$ cat src/rtl/lsu_axi_param.sv
// In-order load/store unit: one op at a time, single-beat AXI4 read/write, sized/extended results.
// Optional macro LSU_PERF_CNT_EN adds perf_loads, perf_stores and perf_bus_cycles counters.
module lsu_axi_param #(
  parameter int unsigned XLEN   = 32,
  parameter int unsigned ADDR_W = 32,
  parameter int unsigned TAG_W  = 48,
  parameter int unsigned AXI_ID = 0
) (
  input  logic                clock,
  input  logic                reset,
  input  logic                in_valid,
  output logic                in_ready,
  input  logic                in_ren,
  input  logic                in_wen,
  input  logic [2:0]          in_funct3,
  input  logic [ADDR_W-1:0]   in_addr,
  input  logic [XLEN-1:0]     in_wdata,
  input  logic [TAG_W-1:0]    in_tag,
  output logic                out_valid,
  input  logic                out_ready,
  output logic [XLEN-1:0]     out_rdata,
  output logic [TAG_W-1:0]    out_tag,
  output logic                out_fault,
  output logic [1:0]          out_cause,
  output logic                busy,
  output logic                awvalid,
  input  logic                awready,
  output logic [ADDR_W-1:0]   awaddr,
  output logic [3:0]          awid,
  output logic [7:0]          awlen,
  output logic [2:0]          awsize,
  output logic [1:0]          awburst,
  output logic                wvalid,
  input  logic                wready,
  output logic [XLEN-1:0]     wdata,
  output logic [XLEN/8-1:0]   wstrb,
  output logic                wlast,
  input  logic                bvalid,
  output logic                bready,
  input  logic [1:0]          bresp,
  input  logic [3:0]          bid,
  output logic                arvalid,
  input  logic                arready,
  output logic [ADDR_W-1:0]   araddr,
  output logic [3:0]          arid,
  output logic [7:0]          arlen,
  output logic [2:0]          arsize,
  output logic [1:0]          arburst,
  input  logic                rvalid,
  output logic                rready,
  input  logic [XLEN-1:0]     rdata,
  input  logic [1:0]          rresp,
  input  logic                rlast,
`ifdef LSU_PERF_CNT_EN
  output logic [31:0]         perf_loads,
  output logic [31:0]         perf_stores,
  output logic [31:0]         perf_bus_cycles,
`endif
  input  logic [3:0]          rid
);

  localparam int unsigned STRB_W = XLEN / 8;
  localparam int unsigned OFF_W  = $clog2(STRB_W);

  typedef enum logic [2:0] {IDLE, WREQ, WRESP, RREQ, RRESP, DONE} state_t;

  state_t             state;
  logic [2:0]         funct3_q;
  logic [OFF_W-1:0]   off_q;

  logic               is_store;
  logic               is_load;
  logic               illegal;
  logic               misaligned;
  logic [OFF_W-1:0]   in_off;
  logic [STRB_W-1:0]  size_mask;
  logic [XLEN-1:0]    wdata_sh;
  logic [STRB_W-1:0]  wstrb_sh;
  logic [XLEN-1:0]    rdata_sh;
  logic [XLEN-1:0]    load_ext;
  logic               unused_ok;

  assign unused_ok = ^{bid, rid, rlast};

  assign awid    = 4'(AXI_ID);
  assign arid    = 4'(AXI_ID);
  assign awlen   = 8'd0;
  assign arlen   = 8'd0;
  assign awburst = 2'b01;
  assign arburst = 2'b01;
  assign wlast   = wvalid;

  // Legality, alignment and store-lane steering of the offered op.
  always_comb begin
    is_store   = in_wen;
    is_load    = in_ren & ~in_wen;
    illegal    = 1'b0;
    misaligned = 1'b0;
    in_off     = in_addr[OFF_W-1:0];
    size_mask  = STRB_W'(1);
    if (is_store)
      illegal = in_funct3[2] | ((in_funct3[1:0] == 2'b11) & (XLEN != 64));
    else if (is_load)
      illegal = (in_funct3 == 3'b111) |
                (((in_funct3 == 3'b011) | (in_funct3 == 3'b110)) & (XLEN != 64));
    case (in_funct3[1:0])
      2'b01:   misaligned = in_addr[0];
      2'b10:   misaligned = |in_addr[1:0];
      2'b11:   misaligned = |in_addr[2:0];
      default: misaligned = 1'b0;
    endcase
    case (in_funct3[1:0])
      2'b00:   size_mask = STRB_W'(8'h01);
      2'b01:   size_mask = STRB_W'(8'h03);
      2'b10:   size_mask = STRB_W'(8'h0F);
      default: size_mask = STRB_W'(8'hFF);
    endcase
    wdata_sh = in_wdata << {in_off, 3'b000};
    wstrb_sh = size_mask << in_off;
  end

  // Load lane extraction; funct3[2] selects zero-extension.
  always_comb begin
    rdata_sh = rdata >> {off_q, 3'b000};
    case (funct3_q)
      3'b000:  load_ext = XLEN'($signed(rdata_sh[7:0]));
      3'b001:  load_ext = XLEN'($signed(rdata_sh[15:0]));
      3'b010:  load_ext = XLEN'($signed(rdata_sh[31:0]));
      3'b100:  load_ext = XLEN'(rdata_sh[7:0]);
      3'b101:  load_ext = XLEN'(rdata_sh[15:0]);
      3'b110:  load_ext = XLEN'(rdata_sh[31:0]);
      default: load_ext = rdata_sh;
    endcase
  end

  always_ff @(posedge clock or posedge reset) begin
    if (reset) begin
      state     <= IDLE;
      funct3_q  <= 3'd0;
      off_q     <= '0;
      in_ready  <= 1'b1;
      busy      <= 1'b0;
      out_valid <= 1'b0;
      out_rdata <= '0;
      out_tag   <= '0;
      out_fault <= 1'b0;
      out_cause <= 2'd0;
      awvalid   <= 1'b0;
      awaddr    <= '0;
      awsize    <= 3'd0;
      wvalid    <= 1'b0;
      wdata     <= '0;
      wstrb     <= '0;
      bready    <= 1'b0;
      arvalid   <= 1'b0;
      araddr    <= '0;
      arsize    <= 3'd0;
      rready    <= 1'b0;
    end else begin
      case (state)
        IDLE: begin
          if (in_valid) begin
            in_ready  <= 1'b0;
            busy      <= 1'b1;
            funct3_q  <= in_funct3;
            off_q     <= in_off;
            out_tag   <= in_tag;
            out_rdata <= '0;
            out_fault <= 1'b0;
            out_cause <= 2'd0;
            awaddr    <= in_addr;
            araddr    <= in_addr;
            awsize    <= {1'b0, in_funct3[1:0]};
            arsize    <= {1'b0, in_funct3[1:0]};
            wdata     <= wdata_sh;
            wstrb     <= wstrb_sh;
            if (!is_store && !is_load) begin
              state     <= DONE;
              out_valid <= 1'b1;
            end else if (illegal || misaligned) begin
              state     <= DONE;
              out_valid <= 1'b1;
              out_fault <= 1'b1;
              out_cause <= illegal ? 2'd3 : 2'd1;
            end else if (is_store) begin
              state   <= WREQ;
              awvalid <= 1'b1;
              wvalid  <= 1'b1;
            end else begin
              state   <= RREQ;
              arvalid <= 1'b1;
            end
          end
        end
        WREQ: begin
          // AW and W complete independently, in either order.
          if (awready) awvalid <= 1'b0;
          if (wready)  wvalid  <= 1'b0;
          if ((!awvalid || awready) && (!wvalid || wready)) begin
            state  <= WRESP;
            bready <= 1'b1;
          end
        end
        WRESP: begin
          if (bvalid) begin
            state     <= DONE;
            bready    <= 1'b0;
            out_valid <= 1'b1;
            out_fault <= (bresp != 2'b00);
            out_cause <= (bresp != 2'b00) ? 2'd2 : 2'd0;
          end
        end
        RREQ: begin
          if (arready) begin
            state   <= RRESP;
            arvalid <= 1'b0;
            rready  <= 1'b1;
          end
        end
        RRESP: begin
          if (rvalid) begin
            state     <= DONE;
            rready    <= 1'b0;
            out_valid <= 1'b1;
            if (rresp != 2'b00) begin
              out_fault <= 1'b1;
              out_cause <= 2'd2;
              out_rdata <= '0;
            end else begin
              out_rdata <= load_ext;
            end
          end
        end
        DONE: begin
          if (out_ready) begin
            state     <= IDLE;
            out_valid <= 1'b0;
            in_ready  <= 1'b1;
            busy      <= 1'b0;
          end
        end
        default: state <= IDLE;
      endcase
    end
  end

`ifdef LSU_PERF_CNT_EN
  // Event counters; wrap naturally at 2^32.
  always_ff @(posedge clock or posedge reset) begin
    if (reset) begin
      perf_loads      <= 32'd0;
      perf_stores     <= 32'd0;
      perf_bus_cycles <= 32'd0;
    end else begin
      if (state == RRESP && rvalid) perf_loads  <= perf_loads + 32'd1;
      if (state == WRESP && bvalid) perf_stores <= perf_stores + 32'd1;
      if (state == WREQ || state == WRESP || state == RREQ || state == RRESP)
        perf_bus_cycles <= perf_bus_cycles + 32'd1;
    end
  end
`endif

endmodule

$ cat config.mk
export PLATFORM = sky130hd
export DESIGN_NAME = lsu_axi_param
export DESIGN_NICKNAME = d
export VERILOG_FILES = /design/src/rtl/lsu_axi_param.sv
export SDC_FILE = /design/constraint.sdc
export NUM_CORES = 1
export LEC_CHECK = 0
export ABC_AREA = 1
export CORE_AREA = 4 4 151 153
export DETAILED_ROUTE_END_ITERATION = 12
export DIE_AREA = 0 0 155 157
export GPL_TIMING_DRIVEN = 0
export PLACE_DENSITY = 0.76
export SETUP_SLACK_MARGIN = 0.15
export SLEW_MARGIN = 40
export SYNTH_ARGS = -nofsm -noshare
export SYNTH_HDL_FRONTEND = slang
export SYNTH_SLANG_ARGS = --single-unit
$ cat constraint.sdc
create_clock -name clock -period 7.52 [get_ports clock]
set_input_delay 1.128 -clock clock [delete_from_list [all_inputs] [get_ports clock]]
set_output_delay 1.128 -clock clock [all_outputs]
set_load 0.05 [all_outputs]
# --- After elaboration in Yosys (flattened, before gate mapping) ---
# Index checks and enable logic that the tools add are counted.
classes:
  eq_ne: 28
  shifts: 3
  mux: 67
  n_bitwise: 5
  reduce_logical: 35
op_table:
  columns: ["cell", "n"]
  rows:
  - ["$pmux 32 s4", 1]
  - ["$mux 32", 3]
  - ["$pmux 32 s2", 1]
  - ["$mux 1", 32]
  - ["$shl 32x5->32", 1]
  - ["$shr 32x5->32", 1]
  - ["$reduce_and 6->1", 5]
  - ["$ne 2x2->1 const B", 13]
  - ["$mux 3", 8]
  - ["$eq 3x3->1 const B", 6]
  - ["$mux 2", 9]
  - ["$pmux 3 s6", 1]
  - ["$reduce_bool 2->1", 8]
  - ["$pmux 1 s2", 7]
  - ["$reduce_and 3->1", 4]
  - ["$eq 3x2->1 const B", 3]
  - ["$pmux 4 s2", 1]
  - ["$eq 3x1->1 const B", 2]
  - ["$logic_not 3->1", 2]
  - ["$pmux 1 s3", 2]
  - ["$pmux 2 s3", 1]
  - ["$reduce_and 5->1", 1]
  - ["$eq 2x2->1 const B", 2]
  - ["$logic_not 1->1", 4]
  - ["15 further kinds", 20]
word_totals:
  reg_bits: 169
  input_bits: 171
  wordCells: 157

# --- Logic depth before layout (Yosys ltp) ---
logic_depth:
  ltp_word: 10
  depth_mapped: 11
  depth_no_buf: 10

# --- Worst setup path after synthesis ---
# Ideal clock, no wire load.
synth_path:
  path_type: "input to register"
  startpoint: "input port in_addr[0]"
  endpoint: "register wdata[31]"
  setup_ps: 124
  t_arrival_ps: 1976
  path_slack_ps: 5420
  stages: 7
  cell_sequence: "buf_2 > clkinv_1 > clkbuf_1 > nand2_1 > o21ai_0 > o211ai_1 > nand2_1"
synth_via:
  elab_chain_len: 1
synth_rtl:
  columns: ["element", "line_no", "source"]
  rows:
  - ["start, declared", "16", "input logic [ADDR_W-1:0] in_addr,"]
  - ["$shl 32x5->32", "118", "wdata_sh = in_wdata << {in_off, 3'b000};"]
  - ["end signal, assigned", "175", "wdata <= wdata_sh;"]
  - ["end, declared", "35", "output logic [XLEN-1:0] wdata,"]
# No other way between the ends.
# A chain may end at the register's enable or synchronous reset.

==> summary.md <==
| Metric | Value |
|---|---|
| Setup ws final | 4.48 ns |
| Hold Slack | 0.471 ns |
| First-pass GRT wire length | 45200 µm |
| Post-Place Worst Slack | 4.52 ns |
| Routed Antenna Nets | 0 |
| Sw Ratio | 52.4% |
| Post-CTS Resized | 0 |
| CTS Buffer Depth | 2 |
| Reg area | 4130 µm² |
| Layout Skew | 0.0124 ns |
| Worst flop-to-flop path startpoint | state[0]$_DFFE_PP0P_ |
| Cell internal pwr | 2.97 mW |
| # nets final | 1650 |
| Clock root cell | clkbuf_16 |
| CP Max Fanout | 10 |
| Worst-skew pair later-pin latency | 0.44 ns |
| GR Layer Usage met1 | 29.7% |
| Worst hold path endpoint | out_tag[12]$_DFFE_PP0P_ |
| Core Rows | 54 |
| Mapped Area | 8150 µm² |
| Slowest stage cell, crit path | clkdlybuf4s50_1 |
| IO buf count | 356 |
| Hold Path Depth | 2 |
| Antenna violations before repair | 0 |
| Crit Path Class | flip-flop to output port |
| Mapped Cells | 1074 |
| GRT Total Usage | 23.7% |
| Worst min-delay path class | flip-flop to flip-flop |
| #FFs+latches synth | 165 |
| CP arrival | 1.91 ns |
| CTS tree | yes |
| GP Congestion | 0.951 |
| Vias per inst | 4.70 |
| Crit path largest cell delay | 0.79 ns |
| Max Cap Violations | 0 |
| Cell family with most CP delay | buffers and inverters |
| Leakage power | 6.45 nW |
| Switching pwr | 3.27 mW |
| Chip Height | 157 µm |
| Final worst path period share | 40.4% |
| Top cell type's share of synthesized area | 50.4% |
| Synth Area per Inst | 7.59 µm² |
| Crit path cell chain | buf_4 -> clkdlybuf4s50_1 |
| Pins Over Slew Limit | 0 |
| Peak supply drop | 0.000266 V |
| Most common cell after layout, fill and taps aside | nand2_1 |
| Met3 usage | 5.69% |
| Post-CTS Setup Bufs | 0 |
| Core area | 21600 µm² |
| # DRC | 0 |
| Status | finished, final reports clean |
| Critical path buffers and inverters | 2 |
| Reg2Reg Depth | 8 |
| Fmax | 329 MHz |
| Tmin final | 3.04 ns |
| Initial Utilization | 37.8% |
| Worst Path Required | 6.39 ns |
| Fillers | 1960 |
| Die ar. | 24300 µm² |
| Post-cts hold buffer count | 0 |
| Max-slew headroom | 59.3% |
| Die X | 155 µm |
| RSZ-0062 raised after global routing | no |
| Most frequent cells in the layout | nand2_1 (552), clkdlybuf4s50_1 (356), dfrtp_1 (164), buf_4 (67), o21ai_0 (62) |
| DR pass1 iterations | 5 |
| Aggregate negative setup slack | 0 ns |
| Gr ovfl total | 0 |
| Share of cells above drive strength 1 | 9.32% |
| Multi-input logic area | 3220 µm² |
| Most Used Layer, Global Route | met2 |
| Largest net degree at the start of global routing | 79 |
| Detailed-route via count | 8339 |
| Power share of the clock group | 14.7% |
| Critical Path Source Type | flip-flop |
| Final WL | 29400 µm |
| R2R Setup Slk | 5.50 ns |
| Sink Count | 165 |
| CTS Buf Count | 17 |
| Pwr Total | 6.24 mW |
| Area Growth Syn to Fin | 57.8% |
| Netlist cell types | 28 |
| Number of DRC markers in iteration 0 | 548 |
| Ports | 397 |
| Area contributors post-synth | dfrtp_1 (50%), nand2_1 (25%), buf_4 (6.2%) |
| Final hold viol count | 0 |
| Reg2Reg Capture Point | out_rdata[4]$_DFFE_PP0P_ |
| Final Util | 59.7% |
| Final setup viols | 0 |
| H-tree levels | 4 |
| Number of global-route vias before repair | 8151 |
| DPL Wire Length | 23100 µm |
| Sequential cell area fraction in the yosys report | 50.7% |
| Gate power share | 61.4% |
| Clock slew at reported path FFs | 0.07 ns |
| Sequential power share | 23.9% |
| Worst hold start | out_tag[12]$_DFFE_PP0P_ |
| Worst-Margin Slew | 0.608 ns |
| Leading area contributor after synthesis | dfrtp_1 |
| PD cells | 485 nW/µm² |
| Crit. End Element | output port |
| M2 GR Usage | 40.0% |
| Yosys Warn Count | 0 |
| Drt wl/cell | 16.6 µm |
## flip-flops by register name, indices dropped and copies added (netlist names), 2 cells and up
| name | count |
|---|---|
| araddr | 32 |
| funct3_q | 3 |
| out_cause | 2 |
| out_rdata | 32 |
| out_tag | 48 |
| state | 3 |
| wdata | 32 |
| wstrb | 4 |
## cell usage after synthesis
cell,n
o21ai_0,62
nor2_4,2
nand4_1,3
o21a_1,1
o22ai_1,8
nand3_2,2
dfstp_2,1
nor2_8,1
buf_2,22
a21oi_1,12
dfrtp_1,164
buf_1,7
inv_2,3
nor2_1,23
inv_1,37
nand3b_1,1
nand2_1,552
clkbuf_1,20
o211ai_1,3
conb_1,2
nand3_1,61
clkinv_1,2
buf_4,67
nor3_1,2
o31ai_1,9
nand2_2,3
a21boi_0,1
buf_6,3
## cell type report
cell class	count	share of cell area [%]
antenna	1	0.0195
buffer	119	5.82
clock inverter	15	1.59
inverter	42	1.28
multi-input combinational	776	25.0
clock buffer	17	3.31
timing repair buffer	358	28.1
tap	280	2.72
sequential	165	32.1
## metrics by stage
step,instance area (µm²),instances
finish,12900,1773
detailed placement,12200,1740
CTS,12900,1772
floorplan,8260,1102
global route,12900,1772
global placement,12200,1738
## kinds of logic after synthesis
family | count (synthesis) | share of synthesized area [%]
AOI/OAI and AO/OA | 96 | 6.45
DFF | 165 | 50.7
and+or+nand+nor | 650 | 31.7
buffers and inverters | 161 | 11.1
other | 2 | 0.0921
## metal layers
metal  share of wire, %  vias to the layer above
li1                   -                     4086
met1                 40                     3892
met2                 50                      306
met3                6.7                       55
met4                3.1                        0
met5                  0                        -
## power groups by stage
stage                     Clock [mW]  Sequential [mW]  Combinational, mW
after floorplan                    0             2.63               1.38
after global placement             0             1.49               3.80
after detailed placement           0             1.50               3.84
after CTS                      0.939             1.49               3.85
after global routing           0.976             1.54               4.07
final                          0.919             1.49               3.83
## worst max path at each step
stage / endpoint / cells after the start / start / slack, ns
6_report: awsize[1] / 2 / funct3_q[1]$_DFFE_PP0P_ / 4.48
5_1_grt: arsize[1] / 2 / funct3_q[1]$_DFFE_PP0P_ / 4.41
4_1_cts: awsize[1] / 2 / funct3_q[1]$_DFFE_PP0P_ / 4.47
3_5_place_dp: out_rdata[4]$_DFFE_PP0P_ / 7 / in_valid / 4.52
3_3_place_gp: wdata[19]$_DFFE_PP0P_ / 2 / reset / -0.40
2_1_floorplan: araddr[0]$_DFFE_PP0P_ / 1 / reset / 1.93
## worst reg2reg max path: cells and delay by family (launching register included)
kind            cells  cell delay, ns
simple gates        5            0.90
flops               1            0.37
buf+inv             2            0.35
compound gates      1            0.30
Power figures use the tool's default switching activity.
